**src/rtl/dru_pkg.sv**
```systemverilog
// Shared definitions for the DRU bit packer: slip tracking states and the
// encodings carried on in_count.
package dru_pkg;

    // Bitslip tracking: a slip request waits in SLIP_PENDING until a bit
    // arrives to be discarded.
    typedef enum logic {
        SLIP_IDLE    = 1'b0,
        SLIP_PENDING = 1'b1
    } slip_state_t;

    // Values that appear on in_count.
    localparam logic [1:0] CNT_NONE    = 2'd0;
    localparam logic [1:0] CNT_ONE     = 2'd1;
    localparam logic [1:0] CNT_TWO     = 2'd2;
    localparam logic [1:0] CNT_ILLEGAL = 2'd3;

    // True when in_count carries the code that is flagged as an error.
    function automatic logic is_illegal_count(input logic [1:0] cnt);
        return cnt == CNT_ILLEGAL;
    endfunction

endpackage

```
**src/rtl/dru_sync_fifo.sv**
```systemverilog
// Small synchronous FIFO with a registered head-of-queue output.
// rd_data always presents the oldest entry while empty is low. It is
// refreshed on the same edge as any push or pop, so a word written into an
// empty FIFO is visible one cycle after the write.
module dru_sync_fifo #(
    parameter int WIDTH = 8,
    parameter int DEPTH = 4
) (
    input  logic             clk,
    input  logic             rst,
    input  logic             wr_en,
    input  logic [WIDTH-1:0] wr_data,
    input  logic             rd_en,
    output logic [WIDTH-1:0] rd_data,
    output logic             full,
    output logic             empty
);
    import dru_pkg::*;

    localparam int AW = $clog2(DEPTH);

    logic [WIDTH-1:0] mem [DEPTH];
    logic [AW-1:0]    wr_ptr;
    logic [AW-1:0]    rd_ptr;
    logic [AW-1:0]    rd_ptr_next;
    logic [AW:0]      count;
    logic [AW:0]      count_after_rd;
    logic [AW:0]      count_next;
    logic             do_wr;
    logic             do_rd;

    assign full  = (count == (AW+1)'(DEPTH));
    assign empty = (count == '0);

    // Qualify requests and work out the occupancy after this edge.
    always_comb begin
        // NOTE: every signal driven here gets a value on every path, so no latch is inferred.
        do_rd          = rd_en && !empty;
        do_wr          = wr_en && (!full || do_rd);
        rd_ptr_next    = rd_ptr + AW'(do_rd);
        count_after_rd = count - (AW+1)'(do_rd);
        count_next     = count_after_rd + (AW+1)'(do_wr);
    end

    // Pointer and occupancy registers.
    always_ff @(posedge clk) begin
        // NOTE: state registers use non-blocking assignments so every register updates from pre-edge values.
        if (rst) begin
            wr_ptr <= '0;
            rd_ptr <= '0;
            count  <= '0;
        end else begin
            if (do_wr) wr_ptr <= wr_ptr + AW'(1);
            rd_ptr <= rd_ptr_next;
            count  <= count_next;
        end
    end

    // Storage array.
    always_ff @(posedge clk) begin
        // NOTE: storage is not reset; the pointers and count reset, so stale contents are never observed.
        if (do_wr) mem[wr_ptr] <= wr_data;
    end

    // Registered head of queue; bypass the write when it becomes the head.
    always_ff @(posedge clk) begin
        if (rst) begin
            rd_data <= '0;
        end else if (count_next != '0) begin
            if (count_after_rd == '0) rd_data <= wr_data;
            else                      rd_data <= mem[rd_ptr_next];
        end
    end

endmodule

```
**src/rtl/dru_bit_packer.sv**
```systemverilog
// Packs the 0..2 recovered bits per cycle from the data recovery unit into
// WORD_W-bit words, first-received bit in bit 0, and queues them in an
// output FIFO. A bitslip request discards one upcoming bit. All outputs are
// registered, so nothing on in_bits or in_count reaches an output in the
// same cycle.
module dru_bit_packer #(
    parameter int WORD_W     = 8,
    parameter int FIFO_DEPTH = 4
) (
    input  logic              clk,
    input  logic              rst,
    input  logic [1:0]        in_bits,
    input  logic [1:0]        in_count,
    input  logic              bitslip,
    output logic [WORD_W-1:0] out_data,
    output logic              out_valid,
    input  logic              out_ready,
    output logic              overflow,
    output logic              err_count
);
    import dru_pkg::*;

    // Wide enough to hold fill + 2, i.e. up to WORD_W + 1.
    localparam int FILL_W = $clog2(WORD_W + 2);

    slip_state_t       slip_state;
    slip_state_t       slip_state_next;
    logic              slip_req;
    logic [1:0]        take_n;
    logic [1:0]        take_bits;

    logic [WORD_W:0]   acc;
    logic [WORD_W:0]   acc_merged;
    logic [FILL_W-1:0] fill;
    logic [FILL_W-1:0] fill_total;
    logic              word_done;

    logic              fifo_full;
    logic              fifo_empty;

    assign slip_req  = (slip_state == SLIP_PENDING) || bitslip;
    assign out_valid = !fifo_empty;

    // Slip state register.
    always_ff @(posedge clk) begin
        if (rst) slip_state <= SLIP_IDLE;
        else     slip_state <= slip_state_next;
    end

    // Slip next state: any arriving bit consumes the slip, otherwise it waits.
    always_comb begin
        slip_state_next = SLIP_IDLE;
        case (in_count)
            CNT_ONE, CNT_TWO: slip_state_next = SLIP_IDLE;
            default:          slip_state_next = slip_req ? SLIP_PENDING : SLIP_IDLE;
        endcase
    end

    // Accepted bits this cycle after any slip discards, packed from bit 0.
    // A fresh bitslip while a slip is pending is ignored unless a second bit
    // is available this cycle, in which case it discards that bit too.
    always_comb begin
        take_n    = 2'd0;
        take_bits = 2'b00;
        case (in_count)
            CNT_ONE: begin
                if (!slip_req) begin
                    take_n    = 2'd1;
                    take_bits = {1'b0, in_bits[0]};
                end
            end
            CNT_TWO: begin
                if (slip_state == SLIP_PENDING && bitslip) begin
                    take_n = 2'd0;
                end else if (slip_req) begin
                    take_n    = 2'd1;
                    take_bits = {1'b0, in_bits[1]};
                end else begin
                    take_n    = 2'd2;
                    take_bits = in_bits;
                end
            end
            default: begin
                take_n    = 2'd0;
                take_bits = 2'b00;
            end
        endcase
    end

    // Merge the accepted bits above the current fill and detect completion.
    always_comb begin
        acc_merged = acc | ((WORD_W+1)'(take_bits) << fill);
        fill_total = fill + FILL_W'(take_n);
        word_done  = (fill_total >= FILL_W'(WORD_W));
    end

    // Accumulator and fill; an excess bit becomes bit 0 of the next word.
    always_ff @(posedge clk) begin
        if (rst) begin
            acc  <= '0;
            fill <= '0;
        end else if (word_done) begin
            if (fill_total == FILL_W'(WORD_W + 1)) begin
                acc  <= {{WORD_W{1'b0}}, acc_merged[WORD_W]};
                fill <= FILL_W'(1);
            end else begin
                acc  <= '0;
                fill <= '0;
            end
        end else begin
            acc  <= acc_merged;
            fill <= fill_total;
        end
    end

    // Sticky overflow when a finished word meets a full FIFO with no pop,
    // and a one-cycle error pulse for the illegal count code.
    always_ff @(posedge clk) begin
        if (rst) begin
            overflow  <= 1'b0;
            err_count <= 1'b0;
        end else begin
            if (word_done && fifo_full && !out_ready) overflow <= 1'b1;
            err_count <= is_illegal_count(in_count);
        end
    end

    dru_sync_fifo #(
        .WIDTH (WORD_W),
        .DEPTH (FIFO_DEPTH)
    ) u_fifo (
        .clk     (clk),
        .rst     (rst),
        .wr_en   (word_done),
        .wr_data (acc_merged[WORD_W-1:0]),
        .rd_en   (out_ready),
        .rd_data (out_data),
        .full    (fifo_full),
        .empty   (fifo_empty)
    );

endmodule

```
**config.mk**
```make
export PLATFORM = sky130hd
export DESIGN_NAME = dru_bit_packer
export DESIGN_NICKNAME = d
export VERILOG_FILES = /design/src/rtl/dru_pkg.sv /design/src/rtl/dru_sync_fifo.sv /design/src/rtl/dru_bit_packer.sv
export SDC_FILE = /design/constraint.sdc
export NUM_CORES = 1
export LEC_CHECK = 0
export CORE_AREA = 5 5 87 89
export DETAILED_ROUTE_END_ITERATION = 8
export DIE_AREA = 0 0 92 94
export PLACE_DENSITY = 0.63
export SETUP_SLACK_MARGIN = 0.05
export SLEW_MARGIN = 20
export SYNTH_ARGS = -nofsm -noshare
export SYNTH_HDL_FRONTEND = slang
export SYNTH_SLANG_ARGS = --single-unit
```
**constraint.sdc**
```tcl
create_clock -name clk -period 4.5 [get_ports clk]
set_input_delay 0.45 -clock clk [delete_from_list [all_inputs] [get_ports clk]]
set_output_delay 0.45 -clock clk [all_outputs]
set_load 0.1 [all_outputs]
```
==> impl_metrics.ini <==
[pwr]
p_per_area_nw_per_um2 = 604
p_leak_uw = 0.00131
total_power_uw = 2060
vdd_ir_drop_max_v = 0.000210

[sta]
finalSetupTns_ns = 0
relSlewSlack_pct = 33.9
slew_violations = 0
fmax_mhz = 267
final.min_clock_period_ns = 3.75
fin_crit_sh_pct = 83.4
finalSetupViolCount = 0
finalClockSkew_ns = 0.0102
rsz0062_at_grt = false
tightest_slew_ns = 0.989
hold_violations = 0

[global_routing]
grt_pass1_wl_um = 9180
grtUsageTotal_pct = 14.1
grt_max_degree = 22
grt_pass1_vias = 1804
antenna_found_initial = 0
grt_overflow_total = 0

[synth]
ys_seq_elements = 63
yosys.area.top_type = edfxtp_1
synth_edf_count = 32
synth.most_common_cell = edfxtp_1
synth_cell_types = 52
syn_area_um2 = 2920
async_reset_ff_share_pct = 0
yosysTopAreaCellShare_pct = 32.9
synthFlopType = edfxtp_1
synth_nets = 259
ys_warn_count = 0
synthCells = 233
synth_common_cells = edfxtp_1 (32), dfxtp_1 (31), inv_1 (25)
synth.avg_cell_area_um2 = 12.5
ys_seq_area_share_pct = 54.1
synthTopCellsByArea = edfxtp_1 (33%), dfxtp_1 (21%), ha_1 (7.3%)

[floorplan]
pin_count = 19
initial_core_util_pct = 43.8
die_x_um = 92
die_area_um2 = 8650
fp.coreArea_um2 = 6680
die_h_um = 94
rows = 30

[worst_setup_path]
cp_max_fo = 6
crit_path_end_kind = flip-flop
crit_arrival_ns = 3.99
crit_type = in -> reg
startpoint_type = input pin
cp.required_ns = 4.74

[worst_hold_path]
hold_class = reg -> reg

[outcome]
status = finished clean

[clock_network]
clock_latency_ns = 0.33
cts.clk_slew.worst_paths_ns = 0.08
clock_sinks = 63
ctsHtreeMaxLevel = 3
post_cts_buffers = 0
numCtsBuffers = 9
cts-hold-fix-buffers = 0
cts_resized = 0
cts_tree = built
clockBufferDepth = 2
clock-root-buffer = clkbuf_8

[flow_run]
drv_cap = 0

[placement]
place_congestion = 0.821
placed_cell_area_um2 = 3170
port_buffers = 18
place_hpwl_um = 3910

[routing]
drc_errors = 0
firstDrtPassIters = 4
ant_nets = 0
drtIter0Drc = 151
wirelength_um = 5430
viasPerCell = 5.26
wire_per_inst_um = 15.9
vias = 1793

[finish]
fin_area_um2 = 3410
diodes = 0
nNetsFinal = 282
area_growth_syn_to_layout_pct = 16.6
drive_gt1_share_pct = 14.6
==> registers in the layout, summed over array words and instances (netlist names) <==
signal          count
u_fifo.wr_ptr       2
u_fifo.count        3
slip_state          1
u_fifo.mem         32
u_fifo.rd_ptr       2
u_fifo.rd_data      8
err_count           1
acc                 9
overflow            1
fill                4
==> power breakdown <==
part	switching (µW)	total, µW	internal, µW
logic	476	781	304
clock network	230	577	347
registers	33.8	702	668
==> stage by stage <==
step / hold WS (ns) / util, % / worst slack [ns] / std cells
3_5_place_dp: 0.471 / 47.4 / 0.412 / 325
5_1_grt: 0.503 / 51.0 / 0.523 / 341
2_1_floorplan: 0.429 / - / 1.11 / 233
6_report: 0.484 / 51.0 / 0.748 / 341
4_1_cts: 0.484 / 51.0 / 0.751 / 341
3_3_place_gp: 0.446 / 47.4 / 0.511 / 325
==> routing by layer <==
| layer | global-route usage (%) | wire [µm] |
|---|---|---|
| met1 | 18.6 | 2640 |
| met2 | 21.7 | 2580 |
| met5 | 0 | 0 |
| met4 | 5.57 | 55 |
| met3 | 4.33 | 154 |
==> cell families (layout without fill, tap and decap cells) <==
logic type                 count (synthesis)  count (layout)  synth area share, %
AOI/OAI and AO/OA                         43              43                 12.4
and+or+nand+nor                           61              61                 11.9
other                                      1               1                0.128
DFF                                       63              63                 54.1
xor gates and xnor gates                   4               4                 1.67
adders and majority gates                 18              18                 7.96
muxes                                     11              11                 7.23
buffers and inverters                     32              60                 4.66
==> layout by cell type, fill, tap and decap left out, types with 2 or more instances in the layout <==
cell and n:
inv_1 25, nor3_1 5, a211oi_1 2, clkdlybuf4s50_1 18, nand4b_1 2, mux4_2 8, nand2b_1 3, ha_1 17
xor2_1 2, nor2_1 17, edfxtp_1 32, o21bai_1 3, and2_1 7, o41ai_1 2, a21o_1 4, bufinv_16 2
o22ai_1 2, nor2b_1 8, clkbuf_8 9, a22o_1 3, mux2i_1 2, o21ai_0 4, a31o_2 2, nand2_1 6
or4bb_1 2, dfxtp_1 31, a21oi_1 3, or3_1 3, a31oi_1 4, nor4_1 2, a22oi_1 4
==> final timing paths <==
path / from / end / slack (ns) / cells past startpoint
worst max-delay path: in_count[0] / u_fifo.rd_data[0] / 0.75 / 15
worst min-delay path: acc[8] / acc[8] / 0.48 / 2
worst max register to register: slip_state / u_fifo.rd_data[0] / 1.15 / 14
worst min register to register: acc[8] / acc[8] / 0.48 / 2
==> worst max-delay path: stages <==
cell and delay (ns):
clkdlybuf4s50_1 0.51, inv_1 0.05, ha_1 0.36, or2_2 0.34, inv_1 0.06, ha_1 0.21
a21oi_1 0.16, o21ai_0 0.18, a21oi_2 0.21, ha_1 0.17, ha_1 0.17, xnor3_1 0.32
and2_4 0.22, or3_1 0.40, o22ai_1 0.17
==> final cells by class <==
class | count | area, µm²
Clock inverter | 6 | 90.1
Inverter | 25 | 93.8
Clock buffer | 10 | 149
Tap cell | 80 | 100
Multi-Input combinational cell | 138 | 1210
Timing Repair Buffer | 19 | 188
Fill cell | 578 | 3270
Sequential cell | 63 | 1580
No activity file was read; power rests on OpenSTA's default activity.
